===== src/rtl/rv32i_redirect_ctrl.sv =====
// RV32I control-flow redirect and load-use hazard controller.
// Holds the ID/EX register, resolves branches/jumps in EX and sequences stall and flush cycles.
module rv32i_redirect_ctrl (
    input  logic        clk,
    input  logic        rst,
    input  logic        id_valid,
    input  logic [6:0]  id_opcode,
    input  logic [2:0]  id_funct3,
    input  logic [4:0]  id_rs1,
    input  logic [4:0]  id_rs2,
    input  logic [4:0]  id_rd,
    input  logic [31:0] id_pc,
    input  logic [31:0] id_imm,
    input  logic [31:0] id_rs1_data,
    input  logic [31:0] id_rs2_data,
    output logic        id_ctrl_flag,
    output logic        ex_ctrl_flag,
    output logic        ex_jump_flag,
    output logic [31:0] ex_offset,
    output logic [31:0] ex_jump_pc,
    output logic        flush_ifid,
    output logic        flush_idex,
    output logic [31:0] ex_link_data,
    output logic [4:0]  ex_link_rd,
    output logic        misalign_err,
    output logic [31:0] redirect_cnt,
    output logic [31:0] stall_cnt
);

    typedef enum logic [1:0] {
        RUN   = 2'd0,
        STALL = 2'd1,
        FLUSH = 2'd2
    } state_t;

    localparam logic [6:0] OPC_BRANCH = 7'b1100011;
    localparam logic [6:0] OPC_JAL    = 7'b1101111;
    localparam logic [6:0] OPC_JALR   = 7'b1100111;
    localparam logic [6:0] OPC_LOAD   = 7'b0000011;
    localparam logic [6:0] OPC_LUI    = 7'b0110111;
    localparam logic [6:0] OPC_AUIPC  = 7'b0010111;
    localparam logic [6:0] OPC_STORE  = 7'b0100011;
    localparam logic [6:0] OPC_OP     = 7'b0110011;

    state_t      state_q, state_d;

    logic        ex_valid;
    logic [6:0]  ex_opcode;
    logic [2:0]  ex_funct3;
    logic [31:0] ex_pc;
    logic [31:0] ex_imm;
    logic [31:0] ex_rs1_data;
    logic [31:0] ex_rs2_data;
    logic [4:0]  ex_rd;

    logic [31:0] redirect_cnt_q;
    logic [31:0] stall_cnt_q;

    logic        id_live;
    logic        id_uses_rs1;
    logic        id_uses_rs2;
    logic        load_use;
    logic        ex_is_branch;
    logic        ex_is_jal;
    logic        ex_is_jalr;
    logic        branch_taken;
    logic        ex_active;
    logic        take_rel;
    logic        take_abs;
    logic        redirect;
    logic        stall;
    logic        is_link;
    logic [31:0] rel_target;
    logic [31:0] abs_target;

    // The word IMEM delivers during FLUSH is stale, so ID is ignored then.
    assign id_live     = id_valid && (state_q != FLUSH);
    assign id_uses_rs1 = !((id_opcode == OPC_JAL) || (id_opcode == OPC_LUI) ||
                           (id_opcode == OPC_AUIPC));
    assign id_uses_rs2 = (id_opcode == OPC_BRANCH) || (id_opcode == OPC_STORE) ||
                         (id_opcode == OPC_OP);

    assign load_use = ex_valid && (ex_opcode == OPC_LOAD) && (ex_rd != 5'd0) && id_live &&
                      ((id_uses_rs1 && (id_rs1 == ex_rd)) ||
                       (id_uses_rs2 && (id_rs2 == ex_rd)));

    assign ex_is_branch = (ex_opcode == OPC_BRANCH);
    assign ex_is_jal    = (ex_opcode == OPC_JAL);
    assign ex_is_jalr   = (ex_opcode == OPC_JALR);

    always_comb begin
        // NOTE: default first so every path assigns branch_taken and no latch is inferred.
        branch_taken = 1'b0;
        case (ex_funct3)
            3'b000:  branch_taken = (ex_rs1_data == ex_rs2_data);
            3'b001:  branch_taken = (ex_rs1_data != ex_rs2_data);
            3'b100:  branch_taken = ($signed(ex_rs1_data) <  $signed(ex_rs2_data));
            3'b101:  branch_taken = ($signed(ex_rs1_data) >= $signed(ex_rs2_data));
            3'b110:  branch_taken = (ex_rs1_data <  ex_rs2_data);
            3'b111:  branch_taken = (ex_rs1_data >= ex_rs2_data);
            default: branch_taken = 1'b0;
        endcase
    end

    // Reset is synchronous, so outputs are gated by rst to be quiet during the reset cycle itself.
    assign ex_active  = ex_valid && (state_q != FLUSH) && !rst;
    assign take_rel   = ex_active && ((ex_is_branch && branch_taken) || ex_is_jal);
    assign take_abs   = ex_active && ex_is_jalr;
    assign redirect   = take_rel || take_abs;
    assign stall      = !rst && (state_q == RUN) && load_use && !redirect;
    assign is_link    = ex_active && (ex_is_jal || ex_is_jalr);

    assign rel_target = ex_pc + ex_imm;
    assign abs_target = (ex_rs1_data + ex_imm) & 32'hFFFF_FFFE;

    assign id_ctrl_flag = stall;
    assign ex_ctrl_flag = take_rel;
    assign ex_jump_flag = take_abs;
    // IF already runs two words ahead of EX, hence the -8 on the pc-relative offset.
    assign ex_offset    = take_rel ? (ex_imm - 32'd8) : 32'd0;
    assign ex_jump_pc   = take_abs ? abs_target : 32'd0;
    assign flush_ifid   = !rst && (redirect || (state_q == FLUSH));
    assign flush_idex   = flush_ifid;
    assign ex_link_data = is_link ? (ex_pc + 32'd4) : 32'd0;
    assign ex_link_rd   = is_link ? ex_rd : 5'd0;
    assign misalign_err = (take_rel && rel_target[1]) || (take_abs && abs_target[1]);
    assign redirect_cnt = rst ? 32'd0 : redirect_cnt_q;
    assign stall_cnt    = rst ? 32'd0 : stall_cnt_q;

    always_comb begin
        state_d = state_q;
        case (state_q)
            RUN: begin
                if (redirect)   state_d = FLUSH;
                else if (stall) state_d = STALL;
            end
            STALL:   state_d = redirect ? FLUSH : RUN;
            FLUSH:   state_d = RUN;
            default: state_d = RUN;
        endcase
    end

    always_ff @(posedge clk) begin
        // NOTE: non-blocking assignments keep every register sampling pre-edge values.
        if (rst) begin
            state_q        <= RUN;
            ex_valid       <= 1'b0;
            ex_opcode      <= 7'd0;
            ex_funct3      <= 3'd0;
            ex_pc          <= 32'd0;
            ex_imm         <= 32'd0;
            ex_rs1_data    <= 32'd0;
            ex_rs2_data    <= 32'd0;
            ex_rd          <= 5'd0;
            redirect_cnt_q <= 32'd0;
            stall_cnt_q    <= 32'd0;
        end else begin
            state_q     <= state_d;
            ex_valid    <= id_live && !redirect && !stall;
            ex_opcode   <= id_opcode;
            ex_funct3   <= id_funct3;
            ex_pc       <= id_pc;
            ex_imm      <= id_imm;
            ex_rs1_data <= id_rs1_data;
            ex_rs2_data <= id_rs2_data;
            ex_rd       <= id_rd;
            if (redirect) redirect_cnt_q <= redirect_cnt_q + 32'd1;
            if (stall)    stall_cnt_q    <= stall_cnt_q + 32'd1;
        end
    end

endmodule


===== config.mk =====
export PLATFORM = sky130hd
export DESIGN_NAME = rv32i_redirect_ctrl
export DESIGN_NICKNAME = d
export VERILOG_FILES = /design/src/rtl/rv32i_redirect_ctrl.sv
export SDC_FILE = /design/constraint.sdc
export NUM_CORES = 1
export LEC_CHECK = 0
export ABC_AREA = 1
export CAP_MARGIN = 30
export CORE_MARGIN = 10
export CORE_UTILIZATION = 40
export CTS_CLUSTER_DIAMETER = 100
export DETAILED_ROUTE_END_ITERATION = 7
export PLACE_DENSITY = 0.68
export SYNTH_ARGS = -nofsm -noshare
export SYNTH_HDL_FRONTEND = slang
export SYNTH_SLANG_ARGS = --single-unit
export TNS_END_PERCENT = 1

===== constraint.sdc =====
create_clock -name clk -period 4.59 [get_ports clk]
set_input_delay 1.377 -clock clk [delete_from_list [all_inputs] [get_ports clk]]
set_output_delay 1.377 -clock clk [all_outputs]
set_load 0.02 [all_outputs]

==> impl_metrics.ini <==
[die]
io_pins = 327
fp.coreArea_sq_mm = 0.0314
fp.dieW_um = 198
die_area_sq_mm = 0.0392
effective_utilization_at_floorplan = 0.404
die_h_um = 198
std_cell_rows = 65

[global_routing]
initial_antenna_violation_count = 5
grt_pass1_vias = 12800
globalRouteOverflowTotal = 0
grt_util_all_layers = 0.207
grt_first_pass_wirelength_um = 66000
grt_max_degree = 94

[logic_synthesis]
synth_cells = 1934
post_synthesis_adder_cell_area_fraction = 0.0667
xor_xnor_fraction_of_synth_area = 0.0400
synth_area_per_cell_sq_um = 6.56
synth.yosys.seq_area_share = 0.331
largest_family_of_logic_cells_by_synthesized_area = simple AND/OR/NAND/NOR gates
synth.lib_cells_used.distinct = 55
synth_nets = 2157
count_of_yosys_warnings_during_synthesis = 0
netlist_area_sq_mm = 0.0127
ff_latch_count_synth = 210
area_fraction_in_and_or_nand_and_nor_cells_after_synthesis = 0.311
yosys-mux-area-fraction = 0
synth-compound-area-share = 0.107

[drt]
route.final.wire_length_um = 42200
number_of_drc_markers_after_the_initial_detailed_route_iteration = 693
detail_route.vias_per_cell = 4.87
remaining_drc_errors = 0
postRouteAntennaNets = 0
detail_route.wl_per_cell_um = 15.6
first_pass_iters = 5
via_count = 13100

[setup_path]
setup.worst_path.end_class = output pin
cp.arrival_ns = 3.26
worst_setup_path_start_kind = flop
critPathKind = reg2out
critical_path.max_fanout = 6
cp_data_required_time_ns = 3.21

[sta]
worst-slew-pin-transition_ns = 0.888
max_slew_margin = 0.408
finalCritPeriodShare = 1.01
post-route-worst-setup-slack_ns = -0.0449
timing.final.max_slew_violations = 0
timing.clock.skew_ns = 0.0136
grt_setup_unrepaired = true
finalHoldViolCount = 0
post-route-min-period_ns = 4.63
highest_achievable_clock_rate_mhz = 216
setup_viol = 1

[job]
drv.max_cap_violation_count = 0

[clock_tree]
h_tree_level_count = 1
clk_root_buffer_cell = clkbuf_16
clock_tree.buffer_depth = 3
clkSinkCount = 210
clock_pin_slew_on_the_worst_setup_and_hold_paths_ns = 0.06
worst_skew_pair.late_latency_ns = 0.54
tritoncts = built
holdBufCountCts = 0
numCtsBuffers = 25

[layout]
syn_to_final_growth_pct = 36.8
non_filler_cells_in_the_finished_layout = 2697
post_route_cells_drive_above_1_share = 0.0965
finalInstanceArea_sq_mm = 0.0174
layout.nets = 2499

[pwr]
power.density_mw_per_mm2 = 262
power_leakage_uw = 0.00835
power_switching_share = 0.261
power_frac_comb = 0.137
power.share.sequential = 0.429
internal_power_uw = 3370
power.clock.fraction = 0.434
power.switching_uw = 1190
totalPowerFinal_uw = 4560
peakVddDrop_uv = 301

[place]
gp_routability_congestion = 0.925
placedCellCount = 2650
dp_hpwl_um = 33700
preCtsSetupSlack_ns = -0.495
port_buffers = 325
post_place_instance_area_sq_mm = 0.0165

[status]
status = finished with violations
violations = negative setup slack

[worst_hold_path]
hold_path.class = reg2reg
logic make-up after synthesis:
group / after synthesis
AND/OR/NAND/NOR: 877
buffers and inverters: 477
AO/OA/AOI/OAI: 244
flip-flops: 210
adder cells (fa/ha/maj): 67
XOR/XNOR: 58
other: 1
final timing paths:
check / from / to / slack [ns] / cells after the start
max: ex_imm[9] / ex_jump_pc[22] / -0.04 / 12
max reg2reg: ex_rs1_data[16] / redirect_cnt_q[1] / 1.72 / 16
min: stall_cnt_q[28] / stall_cnt_q[28] / 0.49 / 2
min reg2reg: stall_cnt_q[28] / stall_cnt_q[28] / 0.49 / 2
per-layer routing:
| metal | up-vias | global-route usage | routed length [um] |
|---|---|---|---|
| li1 | 6669 | - | - |
| met2 | 447 | 0.354 | 19900 |
| met3 | 67 | 0.0482 | 3070 |
| met5 | - | 0 | 0 |
| met4 | 0 | 0.0658 | 1350 |
| met1 | 5951 | 0.250 | 17900 |
cells in the mapped netlist, drive strengths merged:
cell	instances	area (sq um)
xnor2	20	175
nand3b	2	15.0
o21a	14	105
a31oi	12	75.1
a31o	2	17.5
a21o	4	30.0
a2111oi	1	8.76
a21boi	1	7.51
a41oi	1	8.76
clkinv	2	8.75
o21bai	1	7.51
fa	1	20.0
or2	6	37.5
o211ai	2	15.0
a211oi	4	30.0
nor4	16	134
ha	66	826
o22ai	2	12.5
nand3	87	465
nor2	400	1580
o21ai	70	358
a21oi	124	621
o211a	2	20.0
clkbuf	25	93.8
nand4	29	226
nor3	67	414
inv	429	1610
o2111ai	2	17.5
nor3b	3	27.5
dfxtp	210	4200
xor2	38	333
conb	1	3.75
and2	1	8.76
nand2	265	1030
buf	21	119
and3	1	6.26
o221ai	2	17.5
what timing repair did:
item,in CTS,in global routing
endpoints found under the setup margin,71,82
pin swaps,5,7
endpoints found under the hold margin,0,0
gates resized for setup,121,102
buffers inserted,1,0
metrics by stage:
stage / util / hold slack [ns] / TNS [ns]
after floorplan: - / 0.445 / -0.0732
after global placement: 0.526 / 0.464 / -1.18
after detailed placement: 0.526 / 0.482 / -3.21
after CTS: 0.553 / 0.492 / -0.117
after global routing: 0.553 / 0.524 / -2.89
final: 0.553 / 0.491 / -0.0449
sequential cells by signal, indices dropped and copies added, names as in the netlist, 5 cells and up:
signal / count
stall_cnt_q: 32
ex_rs1_data: 32
redirect_cnt_q: 32
ex_opcode: 7
ex_pc: 32
ex_imm: 32
ex_rs2_data: 32
ex_rd: 5
power groups by stage:
stage,combinational [uW],clock (uW),sequential [uW]
after global placement,591,0,1990
final,624,1980,1950
after floorplan,349,0,1970
after detailed placement,599,0,1990
after CTS,613,2020,1950
after global routing,701,2090,1960
layout make-up:
type                       instances  area, sq um
tap                              402          503
fill                            3035        14000
clock inverter                     8         98.8
antenna                            5         12.5
clock buffer                      33          706
sequential                       210         4210
inverter                         431         1620
timing repair buffer             361         3370
multi-input combinational       1247         6840
cell usage in the layout, fill, tap and decap left out, types with 5 or more instances in the layout:
cell	Yosys	final
a21oi_1	124	115
a21oi_2	0	8
a31oi_1	12	12
buf_2	8	11
buf_4	4	34
clkbuf_16	0	25
clkbuf_2	0	24
clkbuf_8	0	5
clkdlybuf4s15_1	0	5
clkdlybuf4s50_1	0	241
dfxtp_1	210	206
diode_2	0	5
dlygate4sd2_1	0	28
dlymetal6s2s_1	0	12
ha_1	66	59
inv_1	423	423
inv_2	6	6
nand2_1	254	249
nand2_2	10	15
nand3_1	81	79
nand3_2	6	8
nand4_1	26	26
nor2_1	385	381
nor2_2	7	11
nor2_4	8	8
nor3_1	55	54
nor3_2	9	9
nor4_1	12	11
o21a_1	14	14
o21ai_0	58	53
o21ai_1	10	13
or2_2	6	6
xnor2_1	20	19
xor2_1	38	38
worst max-delay path, stage by stage, from the launching register on:
cell and delay [ns]:
dfxtp_1 0.36, ha_1 0.40, a21oi_1 0.25, inv_1 0.09, o21ai_0 0.18, o211ai_1 0.12, a21oi_2 0.21, inv_1 0.09
a31oi_1 0.20, o21ai_0 0.14, xnor2_1 0.27, nor2_1 0.07, dlygate4sd2_1 0.33
Note: power is estimated with default switching activity, not from simulation.
